<file path="src/rtl/uart_pkg.sv">
// Shared definitions for the UART transmit arbiter: byte width, default frame
// length, FSM state encoding and a helper that sizes the baud tick counter.
package uart_pkg;

    localparam int UART_DATA_W         = 8;
    localparam int DEFAULT_FRAME_TICKS = 10;

    typedef enum logic [1:0] {
        IDLE   = 2'd0,
        LAUNCH = 2'd1,
        SEND   = 2'd2,
        GAP    = 2'd3
    } state_t;

    // Counter must hold the larger of the two terminal counts without wrapping.
    function automatic int cnt_width(input int frame_ticks, input int gap_ticks);
        int max_ticks;
        max_ticks = (frame_ticks > gap_ticks) ? frame_ticks : gap_ticks;
        return (max_ticks < 1) ? 1 : $clog2(max_ticks + 1);
    endfunction

endpackage

</file>
<file path="src/rtl/uart_tx_arbiter_if.sv">
// Producer / transmitter side bundle of the UART transmit arbiter.
//
// Handshake: a byte moves from requester i when req_valid[i] and req_ready[i]
// are both high on a rising clk edge. A requester that raises valid keeps
// valid high and its data byte stable until it sees ready; dropping valid
// without a transfer is allowed and simply withdraws the request.
interface uart_tx_arbiter_if
    import uart_pkg::*;
#(
    parameter int NUM_REQ = 4
);

    localparam int ID_W = $clog2(NUM_REQ);

    logic [NUM_REQ-1:0]             req_valid;
    logic [NUM_REQ*UART_DATA_W-1:0] req_data;
    logic [NUM_REQ-1:0]             req_ready;
    logic                           tx_start;
    logic [UART_DATA_W-1:0]         tx_data;
    logic                           busy;
    logic [ID_W-1:0]                grant_id;
    state_t                         dbg_state;

    // Arbiter side
    modport slave (
        input  req_valid,
        input  req_data,
        output req_ready,
        output tx_start,
        output tx_data,
        output busy,
        output grant_id,
        output dbg_state
    );

    // Producer / observer side
    modport master (
        output req_valid,
        output req_data,
        input  req_ready,
        input  tx_start,
        input  tx_data,
        input  busy,
        input  grant_id,
        input  dbg_state
    );

endinterface

</file>
<file path="src/rtl/rr_arbiter.sv">
// Combinational round-robin pick: one-hot grant to the first requester at or
// after ptr, searching upward with wrap. All zeros when nothing is requesting.
module rr_arbiter #(
    parameter int  NUM_REQ = 4,
    localparam int PTR_W   = $clog2(NUM_REQ)
) (
    input  logic [NUM_REQ-1:0] req,
    input  logic [PTR_W-1:0]   ptr,
    output logic [NUM_REQ-1:0] grant
);

    logic found;

    // Walk the rotation distance k outward from ptr; first hit wins.
    always_comb begin
        grant = '0;
        found = 1'b0;
        for (int k = 0; k < NUM_REQ; k++) begin
            for (int i = 0; i < NUM_REQ; i++) begin
                if (!found && req[i] && (((int'(ptr) + k) % NUM_REQ) == i)) begin
                    grant[i] = 1'b1;
                    found    = 1'b1;
                end
            end
        end
    end

endmodule

</file>
<file path="src/rtl/uart_tx_arbiter.sv">
// Round-robin scheduler sharing one UART transmitter between NUM_REQ byte
// producers. A byte accepted in IDLE is presented with tx_start until the
// transmitter's first baud tick; baud ticks are then counted through the frame
// and an optional inter-frame gap so that no new start is issued mid-frame.
module uart_tx_arbiter
    import uart_pkg::*;
#(
    parameter int NUM_REQ     = 4,
    parameter int FRAME_TICKS = DEFAULT_FRAME_TICKS,
    parameter int GAP_TICKS   = 1
) (
    input logic              clk,
    input logic              reset,
    input logic              baud_tick,
    uart_tx_arbiter_if.slave bus
);

    localparam int ID_W  = $clog2(NUM_REQ);
    localparam int CNT_W = cnt_width(FRAME_TICKS, GAP_TICKS);

    // The launch tick is tick 1 of the frame, so the counter holds the number
    // of frame ticks already seen; the frame ends on the tick that would take
    // it to FRAME_TICKS. In GAP the counter starts at 0 and the GAP_TICKS-th
    // tick is the one seen while it equals GAP_TICKS-1.
    localparam logic [CNT_W-1:0] CNT_ONE    = CNT_W'(1);
    localparam logic [CNT_W-1:0] FRAME_LAST = CNT_W'(FRAME_TICKS - 1);
    localparam logic [CNT_W-1:0] GAP_LAST   = CNT_W'((GAP_TICKS > 0) ? GAP_TICKS - 1 : 0);
    localparam logic [ID_W-1:0]  LAST_ID    = ID_W'(NUM_REQ - 1);
    localparam state_t           FRAME_NEXT = (GAP_TICKS == 0) ? IDLE : GAP;

    state_t                 state_q, state_d;
    logic [ID_W-1:0]        ptr_q, ptr_d;
    logic [CNT_W-1:0]       cnt_q, cnt_d;
    logic [UART_DATA_W-1:0] data_q, data_d;
    logic [ID_W-1:0]        grant_q, grant_d;

    logic [NUM_REQ-1:0]     pick;
    logic [NUM_REQ-1:0]     ready;
    logic [ID_W-1:0]        pick_id;
    logic [UART_DATA_W-1:0] pick_byte;
    logic                   handshake;

    rr_arbiter #(
        .NUM_REQ (NUM_REQ)
    ) u_rr (
        .req   (bus.req_valid),
        .ptr   (ptr_q),
        .grant (pick)
    );

    // Encode the one-hot pick and select the matching requester's byte.
    always_comb begin
        pick_id   = '0;
        pick_byte = '0;
        for (int i = 0; i < NUM_REQ; i++) begin
            if (pick[i]) begin
                pick_id   = ID_W'(i);
                pick_byte = bus.req_data[i*UART_DATA_W +: UART_DATA_W];
            end
        end
    end

    // Ready only in IDLE and never while reset is held, so nothing is offered
    // during reset even though the FSM already sits in IDLE.
    always_comb begin
        ready     = '0;
        handshake = 1'b0;
        if (state_q == IDLE && reset) begin
            ready = pick;
        end
        handshake = |(bus.req_valid & ready);
    end

    // Next-state logic: accept, launch, count frame ticks, count gap ticks.
    always_comb begin
        state_d = state_q;
        ptr_d   = ptr_q;
        cnt_d   = cnt_q;
        data_d  = data_q;
        grant_d = grant_q;
        unique case (state_q)
            IDLE: begin
                // Ticks arriving here are ignored; counting starts in LAUNCH.
                if (handshake) begin
                    data_d  = pick_byte;
                    grant_d = pick_id;
                    ptr_d   = (pick_id == LAST_ID) ? '0 : pick_id + ID_W'(1);
                    state_d = LAUNCH;
                end
            end
            LAUNCH: begin
                if (baud_tick) begin
                    if (FRAME_TICKS <= 1) begin
                        cnt_d   = '0;
                        state_d = FRAME_NEXT;
                    end else begin
                        cnt_d   = CNT_ONE;
                        state_d = SEND;
                    end
                end
            end
            SEND: begin
                if (baud_tick) begin
                    if (cnt_q == FRAME_LAST) begin
                        cnt_d   = '0;
                        state_d = FRAME_NEXT;
                    end else begin
                        cnt_d = cnt_q + CNT_ONE;
                    end
                end
            end
            GAP: begin
                if (baud_tick) begin
                    if (cnt_q == GAP_LAST) begin
                        cnt_d   = '0;
                        state_d = IDLE;
                    end else begin
                        cnt_d = cnt_q + CNT_ONE;
                    end
                end
            end
            default: begin
                state_d = IDLE;
                cnt_d   = '0;
            end
        endcase
    end

    // State registers; reset abandons any frame in flight.
    always_ff @(posedge clk or negedge reset) begin
        if (!reset) begin
            state_q <= IDLE;
            ptr_q   <= '0;
            cnt_q   <= '0;
            data_q  <= '0;
            grant_q <= '0;
        end else begin
            state_q <= state_d;
            ptr_q   <= ptr_d;
            cnt_q   <= cnt_d;
            data_q  <= data_d;
            grant_q <= grant_d;
        end
    end

    assign bus.req_ready = ready;
    assign bus.tx_start  = (state_q == LAUNCH);
    assign bus.tx_data   = data_q;
    assign bus.busy      = (state_q != IDLE);
    assign bus.grant_id  = grant_q;
    assign bus.dbg_state = state_q;

endmodule
</file>
<file path="src/flat_wrapper.sv">
// flat-port wrapper written by rule: the top's interface ports become plain ports
module uart_tx_arbiter_flat import uart_pkg::*;
#(
    parameter int NUM_REQ     = 4,
    parameter int FRAME_TICKS = DEFAULT_FRAME_TICKS,
    parameter int GAP_TICKS   = 1
)
  (clk, reset, baud_tick, bus_req_valid, bus_req_data, bus_req_ready, bus_tx_start, bus_tx_data, bus_busy, bus_grant_id, bus_dbg_state);
  uart_tx_arbiter_if #(.NUM_REQ(NUM_REQ)) bus_i ();
  input logic clk;
  input logic reset;
  input logic baud_tick;
  input wire logic [$bits(bus_i.req_valid)-1:0] bus_req_valid;
  input wire logic [$bits(bus_i.req_data)-1:0] bus_req_data;
  output wire logic [$bits(bus_i.req_ready)-1:0] bus_req_ready;
  output wire logic [$bits(bus_i.tx_start)-1:0] bus_tx_start;
  output wire logic [$bits(bus_i.tx_data)-1:0] bus_tx_data;
  output wire logic [$bits(bus_i.busy)-1:0] bus_busy;
  output wire logic [$bits(bus_i.grant_id)-1:0] bus_grant_id;
  output wire logic [$bits(bus_i.dbg_state)-1:0] bus_dbg_state;
  assign bus_i.req_valid = bus_req_valid;
  assign bus_i.req_data = bus_req_data;
  assign bus_req_ready = bus_i.req_ready;
  assign bus_tx_start = bus_i.tx_start;
  assign bus_tx_data = bus_i.tx_data;
  assign bus_busy = bus_i.busy;
  assign bus_grant_id = bus_i.grant_id;
  assign bus_dbg_state = bus_i.dbg_state;
  uart_tx_arbiter #(.NUM_REQ(NUM_REQ), .FRAME_TICKS(FRAME_TICKS), .GAP_TICKS(GAP_TICKS)) u_core (.clk(clk), .reset(reset), .baud_tick(baud_tick), .bus(bus_i));
endmodule
</file>
<file path="config.mk">
export PLATFORM = sky130hd
export DESIGN_NAME = uart_tx_arbiter_flat
export DESIGN_NICKNAME = d
export VERILOG_FILES = /design/src/rtl/uart_pkg.sv /design/src/rtl/uart_tx_arbiter_if.sv /design/src/rtl/rr_arbiter.sv /design/src/rtl/uart_tx_arbiter.sv /design/src/flat_wrapper.sv
export SDC_FILE = /design/constraint.sdc
export NUM_CORES = 1
export LEC_CHECK = 0
export BUFFER_PORTS_ARGS = -buffer_cell sky130_fd_sc_hd__clkbuf_2
export CORE_MARGIN = 5
export CORE_UTILIZATION = 52
export CTS_CLUSTER_SIZE = 40
export DETAILED_ROUTE_END_ITERATION = 8
export PLACE_DENSITY = 0.86
export SYNTH_ARGS = -nofsm -noshare
export SYNTH_HDL_FRONTEND = slang
export SYNTH_SLANG_ARGS = --single-unit
</file>
<file path="constraint.sdc">
create_clock -name clk -period 4.2 [get_ports clk]
set_clock_uncertainty 0.2 [all_clocks]
set_input_delay 0.63 -clock clk [delete_from_list [all_inputs] [get_ports clk]]
set_output_delay 0.63 -clock clk [all_outputs]
set_load 0.05 [all_outputs]
</file>
## Word-level counts from Yosys, hierarchy flattened

Index checks and enable logic that the tools add are counted.

| word-level totals | value |
|---|---|
| flip-flop bits (word level) | 18 |
| memory bits (writable) | 0 |
| memories | 0 |
| output and inout bits | 18 |
| bits in read-only memories | 0 |
| input bits | 39 |
| latch bits | 0 |
| word-level logic and storage cells | 151 |

| cells by class | value |
|---|---|
| divide/modulo/power cells | 0 |
| add/sub/neg operators | 5 |
| shifts and indexed selects | 0 |
| equal/unequal tests | 23 |
| magnitude comparators | 0 |
| reduce and logical (&&, ||, !) cells | 62 |
| $mul | 0 |
| muxes and demuxes | 52 |
| bitwise gates (word level) | 4 |

Operator list:

| operator | number |
|---|---|
| zero test 32 bit | 4 |
| logical AND 1 bit | 32 |
| two-way mux 8 bit | 4 |
| two-way mux 1 bit | 31 |
| two-way mux 4 bit | 6 |
| == test 3 bit, second input constant | 6 |
| two-way mux 2 bit | 9 |
| zero test 1 bit | 15 |
| case mux 4 bit (3 select lines) | 1 |
| == test 2 bit, second input constant | 5 |
| == test 3 x 2 -> 1 bit, second input constant | 3 |
| case mux 2 bit (4 select lines) | 1 |
| inequality test 2 x 1 -> 1 bit, second input constant | 3 |
| inequality test 2 bit, second input constant | 3 |
| AND reduction 6 bit | 1 |
| OR reduction 2 bit | 3 |
| adder 2 x 1 -> 2 bit, second input constant | 2 |
| adder 2 bit, second input constant | 2 |
| adder 4 x 1 -> 4 bit, second input constant | 1 |
| AND 4 bit | 1 |
| == test 2 x 1 -> 1 bit, second input constant | 2 |
| == test 4 bit, second input constant | 1 |
| zero test 4 bit | 1 |
| AND reduction 4 bit | 1 |
| 6 further kinds | 8 |

## Depth between registers and ports, before layout

| logic depth | value |
|---|---|
| depth in word-level cells | 68 |
| mapped depth | 7 |
| gate-level depth less buffers | 7 |

## Cells and area by module

From an unflattened synthesis, not the netlist that was laid out.

| unflattened totals | value |
|---|---|
| cell total of the unflattened synthesis | 133 |
| area total of the unflattened synthesis | 1272.5 sq um |

Modules (own cells, without submodules):

| module | area an instance (sq um) | instances | sequential area each (sq um) | cells an instance |
|---|---|---|---|---|
| uart_tx_arbiter | 1169.9 | 1 | 450.4 | 116 |
| rr_arbiter | 102.6 | 1 | 0.0 | 17 |

## Worst setup path after synthesis

OpenSTA, ideal clock, no wires.

| timing path | value |
|---|---|
| kind | input to output |
| start point | in bus_req_valid[3] |
| end point | out bus_req_ready[2] |
| stages on the path | 5 |
| data required time | 3.370 ns |
| path slack | 1.283 ns |
| buffers on the path | 1 |
| data arrival time | 2.087 ns |
| cells stage by stage | buf_2 nor3_1 a221oi_4 and2b_1 nor2b_1 |

| on the way | value |
|---|---|
| word-level cells in the longest chain between the ends | 48 |

RTL lines:

| element | line | source |
|---|---|---|
| start, declared | flat_wrapper.sv:13 | `input wire logic [$bits(bus_i.req_valid)-1:0] bus_req_valid;` |
| logical AND 1 bit (2 in series) | rr_arbiter.sv:20 | `if (!found && req[i] && (((int'(ptr) + k) % NUM_REQ) == i)) begin` |
| two-way mux 1 bit | rr_arbiter.sv:20 |  |
| zero test 1 bit | rr_arbiter.sv:20 |  |
| logical AND 1 bit (2 in series) | rr_arbiter.sv:20 |  |
| two-way mux 1 bit | rr_arbiter.sv:20 |  |
| zero test 1 bit | rr_arbiter.sv:20 |  |
| logical AND 1 bit (2 in series) | rr_arbiter.sv:20 |  |
| two-way mux 1 bit | rr_arbiter.sv:20 |  |
| [... 27 more ...] | -- |  |
| two-way mux 1 bit | rr_arbiter.sv:20 |  |
| zero test 1 bit | rr_arbiter.sv:20 |  |
| logical AND 1 bit (2 in series) | rr_arbiter.sv:20 |  |
| two-way mux 1 bit | rr_arbiter.sv:20 |  |
| zero test 1 bit | rr_arbiter.sv:20 |  |
| logical AND 1 bit (2 in series) | rr_arbiter.sv:20 |  |
| two-way mux 1 bit * | rr_arbiter.sv:20 |  |
| two-way mux 4 bit * | uart_tx_arbiter.sv:68 | `if (state_q == IDLE && reset) begin` |
| end, declared | flat_wrapper.sv:15 | `output wire logic [$bits(bus_i.req_ready)-1:0] bus_req_ready;` |

Mark *: on every way between the ends. The rest lies on a longest branch, timed or not.

## Worst setup path after layout

| timing path | value |
|---|---|
| start point | reg u_core.ptr_q[1] |
| end point | out bus_req_ready[3] |

| on the way | value |
|---|---|
| word-level cells in the longest chain between the ends | 64 |

RTL lines:

| element | line | source |
|---|---|---|
| start, declared | uart_tx_arbiter.sv:32 | `logic [ID_W-1:0] ptr_q, ptr_d;` |
| start signal, assigned | uart_tx_arbiter.sv:139 | `ptr_q <= ptr_d;` |
| zero test 32 bit | rr_arbiter.sv:20 |  |
| logical AND 1 bit | rr_arbiter.sv:20 |  |
| two-way mux 1 bit | rr_arbiter.sv:20 |  |
| zero test 1 bit | rr_arbiter.sv:20 |  |
| logical AND 1 bit (2 in series) | rr_arbiter.sv:20 |  |
| two-way mux 1 bit | rr_arbiter.sv:20 |  |
| zero test 1 bit | rr_arbiter.sv:20 |  |
| logical AND 1 bit (2 in series) | rr_arbiter.sv:20 |  |
| [... 44 more ...] | -- |  |
| two-way mux 1 bit | rr_arbiter.sv:20 |  |
| zero test 1 bit | rr_arbiter.sv:20 |  |
| logical AND 1 bit (2 in series) | rr_arbiter.sv:20 |  |
| two-way mux 1 bit | rr_arbiter.sv:20 |  |
| zero test 1 bit | rr_arbiter.sv:20 |  |
| logical AND 1 bit (2 in series) | rr_arbiter.sv:20 |  |
| two-way mux 1 bit * | rr_arbiter.sv:20 |  |
| two-way mux 4 bit * | uart_tx_arbiter.sv:68 |  |

Marked as above.

==> impl_metrics.csv <==
group,metric,value,unit
timing,timing.final.max_slew_violations,0,
run,maximum_capacitance_violations,0,
setup_path,worst-path-max-fanout,11,
synth,share_of_cell_area_taken_by_muxes_after_synthesis,1.52,%
die,die-width,61.9,µm
synth,synth_nets,211,
cells_and_area,post-route-util,68.0,%
timing,rsz0062_at_grt,"false",
clock_network,cts-root-buf,"sky130_fd_sc_hd__clkbuf_4",
clock_network,clock_tree.htree_level_count,1,
place,weighted_congestion_at_the_end_of_routability_driven_global_placement,0.820,
power_and_ir_drop,p_leak,0.880,nW
cells_and_area,layout.cell_area.non_filler,0.00171,mm²
synth,synth-compound-area-share,29.0,%
die,initial_core_util,55.5,%
synth,synth-seq-cells,18,
clock_network,post_cts.resized_instances,0,
cells_and_area,layout.cells.most_common_list,"sky130_fd_sc_hd__clkbuf_2, sky130_fd_sc_hd__nand2_1, sky130_fd_sc_hd__nor2_1",
place,placement.io_buffers,56,
clock_network,cts.reportedPaths.clkPinSlew,0.11,ns
synth,synth-edff-count,0,
global_route,grt_start_max_net_pins,22,
timing,max_clock_freq,0.334,GHz
global_route,grt_util_all_layers,21.1,%
drt,antenna_violating_nets_post_route,0,
place,placedInstanceArea,0.00168,mm²
setup_path,worstSetupPathType,"register to output pin",
die,die_y,61.9,µm
setup_path,crit_path_start_kind,"register",
clock_network,numCtsBuffers,3,
timing,ratio_of_final_minimum_period_to_clock_period,71.4,%
drt,route.vias.total,1401,
power_and_ir_drop,vdd_ir_drop_max,0.683,mV
cells_and_area,layout_commonest_cell,"sky130_fd_sc_hd__clkbuf_2",
cells_and_area,nets,265,
clock_network,cts.sinks,18,
synth,average_footprint_of_a_synthesized_cell,8.54,µm²
clock_network,clk_path_buf_depth,2,
clock_network,worstSkewPairLatency,0.29,ns
die,placement_rows,18,
global_route,globalRouteOverflowTotal,0,
cells_and_area,diodes,0,
synth,syn-instance-count,164,
die,area_of_the_core_region,0.00252,mm²
drt,vias_per_cell,5.67,
synth,netlist_area,0.00140,mm²
die,floorplan.io_pins,57,
synth,synth_top_family_by_area,"compound AO/OA/AOI/OAI gates",
cells_and_area,drive_gt1_share,31.3,%
synth,yosysWarnings,0,
cells_and_area,areaGrowthSynthToFinish,22.4,%
timing,finalSetupTns,0,ns
power_and_ir_drop,powerDensity,736,mW/mm²
setup_path,worst-endpoint-arrival,2.17,ns
synth,synth_sequential_area_ratio,32.2,%
timing,timing.slew.headroom,58.0,%
setup_path,worstSetupEndpointType,"output pin",
die,design.die.area,0.00383,mm²
synth,yosys_most_used_dff,"sky130_fd_sc_hd__dfrtp_1",
clock_network,postCtsSetupBuffers,0,
synth,area_share_of_fa_ha_maj_cells_after_synthesis,7.15,%
global_route,antenna_found_initial,0,
global_route,grt_first_pass_wirelength,6130,µm
timing,timing_worst_slew_pin_value,0.629,ns
drt,dr_iter_0_viols,57,
drt,finalWirelength,3640,µm
drt,drt_first_pass_iters,4,
synth,post_synth_and_or_nand_nor_area_fraction,24.6,%
synth,post_synth_xor_area_fraction,0,%
timing,final.min_clock_period,3.00,ns
timing,final-hold-violation-count,0,
hold_path,hold_path.class,"input port to asynchronous set/reset pin",
global_route,grt_pass1_vias,1343,
place,dpl.hpwl,2920,µm
synth,synth.distinct_cells,41,
drt,drc_errors,0,
clock_network,cts_tree,"built",
drt,routed_wire_length_per_instance,14.7,µm
clock_network,ctsHoldBuffers,0,
outcome,outcome,"complete, no violations",
timing,final-setup-viol-count,0,
synth,share_of_async_settable_or_async_resettable_flops_after_synthesis,100,%
timing,worst_hold_slack,0.0824,ns
setup_path,timing.critical_path.required,3.37,ns
layer usage:
metal	GRT usage (%)	vias up	part of all wire, %
met5	0	-	0
met4	2.73	0	0.63
met3	3.93	4	7.5
met2	35.4	54	47
met1	29.2	637	45
li1	-	706	-
critical path: stages, from the launching register on:
cell	delay (ns)
sky130_fd_sc_hd__dfrtp_1	0.59
sky130_fd_sc_hd__inv_1	0.21
sky130_fd_sc_hd__o21ai_0	0.31
sky130_fd_sc_hd__o211ai_1	0.16
sky130_fd_sc_hd__buf_4	0.20
sky130_fd_sc_hd__nor2_1	0.11
sky130_fd_sc_hd__clkbuf_2	0.29
synth_stat cells, types with 2 or more instances:
cell	number	area share (%)
sky130_fd_sc_hd__nand2_1	20	5.4
sky130_fd_sc_hd__nor2_1	19	5.1
sky130_fd_sc_hd__dfrtp_1	18	32
sky130_fd_sc_hd__o21ai_0	13	4.6
sky130_fd_sc_hd__a2111oi_1	8	5.7
sky130_fd_sc_hd__and3b_1	8	5.0
sky130_fd_sc_hd__ha_1	8	7.1
sky130_fd_sc_hd__o21ai_1	8	2.9
sky130_fd_sc_hd__inv_1	7	1.9
sky130_fd_sc_hd__a21oi_1	5	1.8
sky130_fd_sc_hd__nor3_1	5	1.8
sky130_fd_sc_hd__a21o_1	4	2.1
sky130_fd_sc_hd__clkbuf_1	3	0.80
sky130_fd_sc_hd__nand2b_1	3	1.3
sky130_fd_sc_hd__o22ai_1	3	1.3
sky130_fd_sc_hd__a21boi_0	2	1.1
sky130_fd_sc_hd__a221oi_4	2	3.8
sky130_fd_sc_hd__buf_4	2	1.1
sky130_fd_sc_hd__nand3_1	2	0.71
sky130_fd_sc_hd__nor2b_1	2	0.89
sky130_fd_sc_hd__o221ai_1	2	1.3
state kept, by name, summed over array words and instances, names as in the netlist:
signal and flops:
u_core.bus.dbg_state 2, u_core.bus.grant_id 2, u_core.bus.tx_data 8, u_core.cnt_q 4, u_core.ptr_q 2
through the flow:
stage               setup WS (ns)  cells  power [mW]
global route                 1.06    247        1.37
CTS                          1.25    247        1.27
finish                       1.20    247        1.26
detailed placement           1.31    243        1.16
global placement             1.42    243        1.14
floorplan                    1.28    164       0.979
logic make-up (layout without fill, tap and decap cells):
kind of cell,Yosys count,after routing
adders and majority gates,8,8
and+or+nand+nor,66,66
muxes,2,2
DFF,18,18
buffers and inverters,16,69
AOI/OAI and AO/OA,54,54
path summary, 6_finish.rpt:
| check | from | to | slack (ns) | cells after the start |
|---|---|---|---|---|
| setup reg to reg | u_core.ptr_q[1]$_DFFE_PN0P_ | u_core.bus.tx_data[3]$_DFFE_PN0P_ | 1.94 | 5 |
| hold / removal | reset | u_core.bus.grant_id[0]$_DFFE_PN0P_ | 0.08 | 1 |
| hold reg to reg | u_core.bus.grant_id[0]$_DFFE_PN0P_ | u_core.bus.grant_id[0]$_DFFE_PN0P_ | 0.30 | 1 |
| min in group clk | u_core.bus.grant_id[0]$_DFFE_PN0P_ | u_core.bus.grant_id[0]$_DFFE_PN0P_ | 0.30 | 1 |
| max in group asynchronous | reset | u_core.cnt_q[1]$_DFFE_PN0P_ | 3.38 | 1 |
| setup / recovery | u_core.ptr_q[1]$_DFFE_PN0P_ | bus_req_ready[3] | 1.20 | 6 |
report_power, final:
part	total [mW]	switching [mW]	internal, mW	leakage (nW)
clock network	0.106	0.0537	0.0527	0.0210
registers	0.319	0.0708	0.248	0.223
logic	0.836	0.561	0.275	0.636
area by class of cell:
type,instances,area [µm²]
clock buffer,4,36.3
tap,30,37.5
sequential,18,450
inverter,8,30.0
fill,220,808
timing repair buffer,57,288
multi-input combinational,130,872
(Power assumes the default switching activity.)
